<file path="config.mk">
export PLATFORM = sky130hd
export DESIGN_NAME = bank_ram_copy_master
export DESIGN_NICKNAME = d
export VERILOG_FILES = /design/src/rtl/bank_ram_copy_pkg.sv /design/src/rtl/bank_ram_copy_fifo.sv /design/src/rtl/bank_ram_copy_master.sv
export SDC_FILE = /design/constraint.sdc
export NUM_CORES = 1
export LEC_CHECK = 0
export BUFFER_PORTS_ARGS = -buffer_cell sky130_fd_sc_hd__buf_2
export CORE_AREA = 3 3 132 261
export CTS_CLUSTER_DIAMETER = 80
export DETAILED_ROUTE_END_ITERATION = 8
export DIE_AREA = 0 0 135 264
export GPL_TIMING_DRIVEN = 0
export PLACE_DENSITY = 0.46
export RECOVER_POWER = 50
export SYNTH_ARGS = -nofsm -noshare
export SYNTH_HDL_FRONTEND = slang
export SYNTH_SLANG_ARGS = --single-unit
</file>
<file path="constraint.sdc">
create_clock -name clk -period 4 [get_ports clk]
set_input_delay 0.8 -clock clk [delete_from_list [all_inputs] [get_ports clk]]
set_output_delay 0.8 -clock clk [all_outputs]
set_load 0.05 [all_outputs]
</file>
<file path="src/rtl/bank_ram_copy_pkg.sv">
// Shared constants, FSM state type and width helpers for the bank RAM copy master.
package bank_ram_copy_pkg;

  localparam logic CMD_RD = 1'b0;
  localparam logic CMD_WR = 1'b1;

  typedef enum logic [1:0] {
    IDLE = 2'd0,
    RUN  = 2'd1,
    DONE = 2'd2
  } state_t;

  // A single bank still needs one select bit on the ports.
  function automatic int bank_width(input int num_banks);
    return (num_banks > 1) ? $clog2(num_banks) : 1;
  endfunction

  function automatic int count_width(input int depth);
    return $clog2(depth + 1);
  endfunction

endpackage

</file>
<file path="src/rtl/bank_ram_copy_fifo.sv">
// Synchronous skid FIFO holding read data until the matching write is accepted.
module bank_ram_copy_fifo
  import bank_ram_copy_pkg::*;
#(
  parameter int DEPTH = 4,
  parameter int WIDTH = 32
) (
  input  logic                          clk,
  input  logic                          rstn,
  input  logic                          push,
  input  logic [WIDTH-1:0]              wdata,
  input  logic                          pop,
  output logic [WIDTH-1:0]              rdata,
  output logic                          full,
  output logic                          empty,
  output logic [count_width(DEPTH)-1:0] count
);

  localparam int CNT_W = count_width(DEPTH);
  localparam int PTR_W = (DEPTH > 1) ? $clog2(DEPTH) : 1;

  logic [WIDTH-1:0] mem [DEPTH];
  logic [PTR_W-1:0] wr_ptr;
  logic [PTR_W-1:0] rd_ptr;
  logic             do_push;
  logic             do_pop;

  // Pointers wrap explicitly so non-power-of-two depths also work.
  function automatic logic [PTR_W-1:0] ptr_inc(input logic [PTR_W-1:0] p);
    return (p == PTR_W'(DEPTH - 1)) ? '0 : p + PTR_W'(1);
  endfunction

  assign full    = (count == CNT_W'(DEPTH));
  assign empty   = (count == '0);
  assign do_push = push && !full;
  assign do_pop  = pop && !empty;
  assign rdata   = mem[rd_ptr];

  always_ff @(posedge clk) begin
    if (do_push) begin
      mem[wr_ptr] <= wdata;
    end
  end

  always_ff @(posedge clk) begin
    if (!rstn) begin
      wr_ptr <= '0;
      rd_ptr <= '0;
      count  <= '0;
    end else begin
      if (do_push) begin
        wr_ptr <= ptr_inc(wr_ptr);
      end
      if (do_pop) begin
        rd_ptr <= ptr_inc(rd_ptr);
      end
      case ({do_push, do_pop})
        2'b10:   count <= count + CNT_W'(1);
        2'b01:   count <= count - CNT_W'(1);
        default: ;
      endcase
    end
  end

endmodule

</file>
<file path="src/rtl/bank_ram_copy_master.sv">
// Copies a run of words from one RAM bank to another over a shared command bus,
// limiting outstanding reads with credits and buffering returns in a skid FIFO.
module bank_ram_copy_master
  import bank_ram_copy_pkg::*;
#(
  parameter int NUM_BANKS       = 5,
  parameter int ADDR_WIDTH      = 9,
  parameter int DATA_WIDTH      = 32,
  parameter int LEN_WIDTH       = 10,
  parameter int MAX_OUTSTANDING = 4
) (
  input  logic                             clk,
  input  logic                             rstn,
  input  logic                             start,
  input  logic [bank_width(NUM_BANKS)-1:0] src_bank,
  input  logic [bank_width(NUM_BANKS)-1:0] dst_bank,
  input  logic [ADDR_WIDTH-1:0]            src_addr,
  input  logic [ADDR_WIDTH-1:0]            dst_addr,
  input  logic [LEN_WIDTH-1:0]             len,
  output logic                             busy,
  output logic                             done,
  output logic                             err,
  output logic                             cmd_valid,
  input  logic                             cmd_ready,
  output logic                             cmd_we,
  output logic [bank_width(NUM_BANKS)-1:0] cmd_bank,
  output logic [ADDR_WIDTH-1:0]            cmd_addr,
  output logic [DATA_WIDTH-1:0]            cmd_wdata,
  input  logic                             rd_valid,
  input  logic [DATA_WIDTH-1:0]            rd_data
);

  localparam int BW = bank_width(NUM_BANKS);
  localparam int CW = count_width(MAX_OUTSTANDING);

  state_t                state;
  state_t                state_nxt;
  logic [BW-1:0]         src_bank_q;
  logic [BW-1:0]         dst_bank_q;
  logic [ADDR_WIDTH-1:0] src_addr_q;
  logic [ADDR_WIDTH-1:0] dst_addr_q;
  logic [LEN_WIDTH-1:0]  len_q;
  logic [LEN_WIDTH-1:0]  reads_issued;
  logic [LEN_WIDTH-1:0]  writes_done;
  logic [CW-1:0]         inflight;
  logic [CW-1:0]         fifo_count;
  logic                  fifo_full;
  logic                  fifo_empty;
  logic [DATA_WIDTH-1:0] fifo_head;
  logic                  hold_valid;
  logic                  hold_we;
  logic                  err_q;
  logic                  banks_ok;
  logic                  accept;
  logic                  rd_elig;
  logic                  wr_elig;
  logic                  rd_acc;
  logic                  wr_acc;
  logic                  rd_push;
  logic                  last_wr;

  assign banks_ok = ({1'b0, src_bank} < (BW + 1)'(NUM_BANKS)) &&
                    ({1'b0, dst_bank} < (BW + 1)'(NUM_BANKS));
  assign accept   = (state == IDLE) && start && banks_ok;
  assign rd_push  = (state == RUN) && rd_valid;

  // Credits cover both beats still on the bus and beats parked in the FIFO.
  assign rd_elig  = (state == RUN) && (reads_issued < len_q) &&
                    (({1'b0, inflight} + {1'b0, fifo_count}) < (CW + 1)'(MAX_OUTSTANDING));
  assign wr_elig  = (state == RUN) && !fifo_empty;

  assign rd_acc   = cmd_valid && cmd_ready && (cmd_we == CMD_RD);
  assign wr_acc   = cmd_valid && cmd_ready && (cmd_we == CMD_WR);
  assign last_wr  = wr_acc && (writes_done == len_q - LEN_WIDTH'(1));

  assign busy = (state != IDLE);
  assign done = (state == DONE);
  assign err  = err_q;

  // A stalled command keeps its type; otherwise writes take priority to free credits.
  always_comb begin
    cmd_valid = 1'b0;
    cmd_we    = CMD_RD;
    cmd_bank  = '0;
    cmd_addr  = '0;
    cmd_wdata = '0;
    if (state == RUN) begin
      if (hold_valid) begin
        cmd_valid = 1'b1;
        cmd_we    = hold_we;
      end else if (wr_elig) begin
        cmd_valid = 1'b1;
        cmd_we    = CMD_WR;
      end else if (rd_elig) begin
        cmd_valid = 1'b1;
        cmd_we    = CMD_RD;
      end
    end
    if (cmd_valid) begin
      if (cmd_we == CMD_WR) begin
        cmd_bank  = dst_bank_q;
        cmd_addr  = dst_addr_q;
        cmd_wdata = fifo_head;
      end else begin
        cmd_bank  = src_bank_q;
        cmd_addr  = src_addr_q;
      end
    end
  end

  always_comb begin
    state_nxt = state;
    case (state)
      IDLE: begin
        if (accept) begin
          state_nxt = (len == '0) ? DONE : RUN;
        end
      end
      RUN: begin
        if (last_wr) begin
          state_nxt = DONE;
        end
      end
      DONE:    state_nxt = IDLE;
      default: state_nxt = IDLE;
    endcase
  end

  always_ff @(posedge clk) begin
    if (!rstn) begin
      state <= IDLE;
    end else begin
      state <= state_nxt;
    end
  end

  always_ff @(posedge clk) begin
    if (!rstn) begin
      src_bank_q   <= '0;
      dst_bank_q   <= '0;
      src_addr_q   <= '0;
      dst_addr_q   <= '0;
      len_q        <= '0;
      reads_issued <= '0;
      writes_done  <= '0;
      inflight     <= '0;
      hold_valid   <= 1'b0;
      hold_we      <= CMD_RD;
      err_q        <= 1'b0;
    end else begin
      err_q      <= (state == IDLE) && start && !banks_ok;
      hold_valid <= (state == RUN) && cmd_valid && !cmd_ready;
      hold_we    <= cmd_we;
      if (accept) begin
        src_bank_q   <= src_bank;
        dst_bank_q   <= dst_bank;
        src_addr_q   <= src_addr;
        dst_addr_q   <= dst_addr;
        len_q        <= len;
        reads_issued <= '0;
        writes_done  <= '0;
        inflight     <= '0;
      end else if (state == RUN) begin
        if (rd_acc) begin
          src_addr_q   <= src_addr_q + ADDR_WIDTH'(1);
          reads_issued <= reads_issued + LEN_WIDTH'(1);
        end
        if (wr_acc) begin
          dst_addr_q  <= dst_addr_q + ADDR_WIDTH'(1);
          writes_done <= writes_done + LEN_WIDTH'(1);
        end
        case ({rd_acc, rd_push})
          2'b10:   inflight <= inflight + CW'(1);
          2'b01:   inflight <= inflight - CW'(1);
          default: ;
        endcase
      end
    end
  end

  bank_ram_copy_fifo #(
    .DEPTH(MAX_OUTSTANDING),
    .WIDTH(DATA_WIDTH)
  ) u_fifo (
    .clk  (clk),
    .rstn (rstn),
    .push (rd_push),
    .wdata(rd_data),
    .pop  (wr_acc),
    .rdata(fifo_head),
    .full (fifo_full),
    .empty(fifo_empty),
    .count(fifo_count)
  );

  // The credit rule guarantees space for every returning beat.
  assert property (@(posedge clk) disable iff (!rstn) !(rd_push && fifo_full));

endmodule

</file>
==> impl_metrics.tcl <==
set metrics [dict create \
    h-tree-depth 4 \
    drt_iter0_drc 259 \
    numCtsBuffers 17 \
    syn_area_um2 8770 \
    grt_pass1_vias 6390 \
    fillers 3319 \
    core_area_um2 32500 \
    critPathRequiredTime_ns 3.20 \
    grt_use_met2_pct 27.2 \
    yosysWarnings 0 \
    grt.busiest_layer "met2" \
    criticalPathCategory "register to primary output" \
    path_common_cell "buf_2" \
    synth_top_area_share_pct 43.8 \
    final_area_um2 10500 \
    fin_tns_setup_ns 0 \
    crit_fanout 10 \
    io_buffers 119 \
    clk_pin_slew_worst_paths_ns 0.07 \
    grt_pass1_wl_mm 36.9 \
    die_area_um2 35600 \
    grt_max_degree 32 \
    hold_violations 0 \
    cp_data_arrival_time_ns 3.05 \
    synth_seq_area_share_pct 60.0 \
    gp_congestion 0.817 \
    yosysTopAreaCell "edfxtp_1" \
    ios 120 \
    met3_usage_pct 3.45 \
    vias 6057 \
    first_pass_iters 4 \
    synthTopCellsByArea "edfxtp_1 44%, dfxtp_1 16%, mux4_2 8.2%, nand2_1 3.8%, ha_1 3.3%" \
    grt_use_met1_pct 13.9 \
    avgSynthCellArea_um2 12.3 \
    maxSlewViolCount 0 \
    ys_async_sr_fraction_pct 0 \
    hp-class "register to register" \
    power_density_nw_per_um2 403 \
    ir_worst_vdd_mv 0.337 \
    max_stage_delay_ns 0.46 \
    postCtsSetupRepairBufs 0 \
    cp-end-kind "primary output" \
    status "complete, no violations" \
    drv_cap 0 \
    layout.nets 951 \
    rsz0062_at_grt "false" \
    ys_ff_latch 199 \
    worst_pin_slew_ns 1.13 \
    p_leak_nw 3.63 \
    ff2ff_setup_slack_ns 0.44 \
    finClkSkew_ns 0.0138 \
    start_util_pct 27.0 \
    synth_nets 811 \
    synth_edf_count 128 \
    wl_per_cell_um 19.0 \
    cts_hold_buf 0 \
    cts_tree "built" \
    final_cells 1297 \
    fin_crit_sh_pct 96.2 \
    die_y_um 264 \
    dp_hpwl_mm 18.2 \
    place_inst 1265 \
    viasPerCell 4.67 \
    path_cells "ha_1 > nor4_1 > nand4_1 > o21ai_2 > o21ai_4 > buf_4 > buf_2 > a21oi_1 > buf_2" \
    dpl_cell_area_um2 9980 \
    drc 0 \
    fmax_mhz 260 \
    cts.sinks 199 \
    maxSlewHeadroom_pct 24.8 \
    synth_cell_types 51 \
    syn_to_final_growth_pct 20.0 \
    cpMaxStageDelayCell "dfxtp_1" \
    antenna_found_initial 4 \
    routed_wl_mm 24.6 \
    startpoint_type "register" \
    die_width_um 135 \
    drive_above_1_share_pct 19.7 \
    root_buffer "clkbuf_16" \
    synth_ff_type "edfxtp_1" \
    netlist_instances 715 \
    grt_overflow 0 \
    clk_latency_ns 0.45 \
    postRouteAntennaNets 0 \
    grtUsageTotal_pct 13.9 \
    fin_crit_ns 3.85 \
    clock_path_buffers 2 \
    placementRows 93 \
    setup_viol 0 \
]
Yosys cell counts, types with 2 or more instances:
master      n
a211oi_1    8
a21oi_1    50
a311oi_1    3
a31oi_1     7
and2_1     38
and4_1      2
buf_1       2
buf_2       3
buf_4       2
clkbuf_1   24
dfxtp_1    71
edfxtp_1  128
fa_1        2
ha_1       23
inv_1      29
mux2i_1     4
mux4_2     32
nand2_1    89
nand2b_1    6
nand3_1    15
nand4_1    12
nor2_1     40
nor3_1      5
nor3b_1     2
nor4_1      5
o21a_1      2
o21ai_0    29
o21ai_1     2
o31ai_1     5
or2_2       3
or3_1      16
or4_1       6
xnor2_1     9
xor2_1     24
layer usage:
layer / up-vias / part of all wire (%)
li1: 2892 / -
met1: 2967 / 35
met2: 156 / 57
met3: 38 / 4.6
met4: 4 / 2.4
met5: - / 0.14
layout by cell type, fill, tap and decap left out, types with 3 or more instances in the layout:
| cell | count |
|---|---|
| inv_1 | 29 |
| ha_1 | 23 |
| inv_6 | 6 |
| a21oi_1 | 47 |
| a211oi_1 | 8 |
| and2_1 | 34 |
| a311oi_1 | 3 |
| a21oi_2 | 3 |
| a31oi_1 | 7 |
| xnor2_1 | 9 |
| clkbuf_4 | 3 |
| or2_2 | 3 |
| inv_8 | 4 |
| nand4_1 | 12 |
| nor4_1 | 5 |
| and2_0 | 4 |
| nor3_1 | 5 |
| xor2_1 | 24 |
| dfxtp_1 | 69 |
| or3_1 | 16 |
| buf_2 | 84 |
| or4_1 | 6 |
| mux2i_1 | 4 |
| nand2b_1 | 6 |
| buf_12 | 3 |
| clkbuf_16 | 17 |
| mux4_2 | 32 |
| nand3_1 | 15 |
| edfxtp_1 | 128 |
| nand2_1 | 89 |
| o21ai_0 | 28 |
| o31ai_1 | 5 |
| nor2_1 | 40 |
| clkbuf_1 | 57 |
timing repair:
item                       in CTS  in global routing
setup endpoints to repair      13                 11
hold endpoints to repair        0                  0
resized for setup               3                 11
per-stage QoR:
step | setup slack [ns] | hold slack (ns) | utilization, % | total power [mW]
after floorplan | 0.325 | 0.437 | - | 2.46
after global placement | 0.177 | 0.447 | 30.5 | 2.59
after detailed placement | 0.146 | 0.451 | 30.8 | 2.60
final | 0.150 | 0.460 | 32.4 | 4.24
after global routing | 0.0251 | 0.476 | 32.4 | 4.39
after CTS | 0.0274 | 0.461 | 32.5 | 4.29
cell families (layout without fill, tap and decap cells):
kind of cell / Yosys count / after routing / share of synthesized area, %
buf+inv: 62 / 215 / 2.78
xor+xnor: 33 / 33 / 3.30
simple gates: 247 / 247 / 14.1
other cells: 0 / 2 / 0
flops: 199 / 199 / 60.0
compound gates: 113 / 113 / 7.38
mux: 36 / 36 / 8.68
fa+ha+maj: 25 / 25 / 3.74
registers in the layout (all words and copies together), names as in the netlist, 9 cells and up, named ones only:
register and count:
u_fifo.mem 128, len_q 10, reads_issued 10, writes_done 10, dst_addr_q 9, src_addr_q 9
report_power, final:
group          switching (mW)  internal [mW]
clock                   0.859          0.834
combinational           0.193         0.0965
sequential             0.0349           2.22
critical path: cells and delay by family (launching register included):
family | cells | cell delay (ns)
flops | 1 | 0.46
fa+ha+maj | 1 | 0.28
buf+inv | 3 | 0.73
compound gates | 3 | 0.67
simple gates | 2 | 0.46
worst paths after layout:
kind,cells after the start,end,from
worst max-delay path,9,cmd_addr[3],u_fifo.count[2]
worst min-delay path,2,src_bank_q[0],src_bank_q[0]
worst max register to register,13,inflight[2],u_fifo.count[2]
worst min register to register,2,src_bank_q[0],src_bank_q[0]
layout make-up:
| class | count | area (µm²) | share of cell area, % |
|---|---|---|---|
| diodes | 2 | 5.00 | 0.0476 |
| plain buffers | 29 | 121 | 1.15 |
| clock buffers | 18 | 429 | 4.08 |
| clock inverters | 14 | 140 | 1.33 |
| inverters | 31 | 116 | 1.11 |
| multi-input cells | 454 | 3290 | 31.2 |
| flip-flops and latches | 199 | 5270 | 50.1 |
| well taps | 427 | 534 | 5.08 |
| repair buffers | 123 | 624 | 5.93 |
Note: power is estimated with default switching activity, not from simulation.
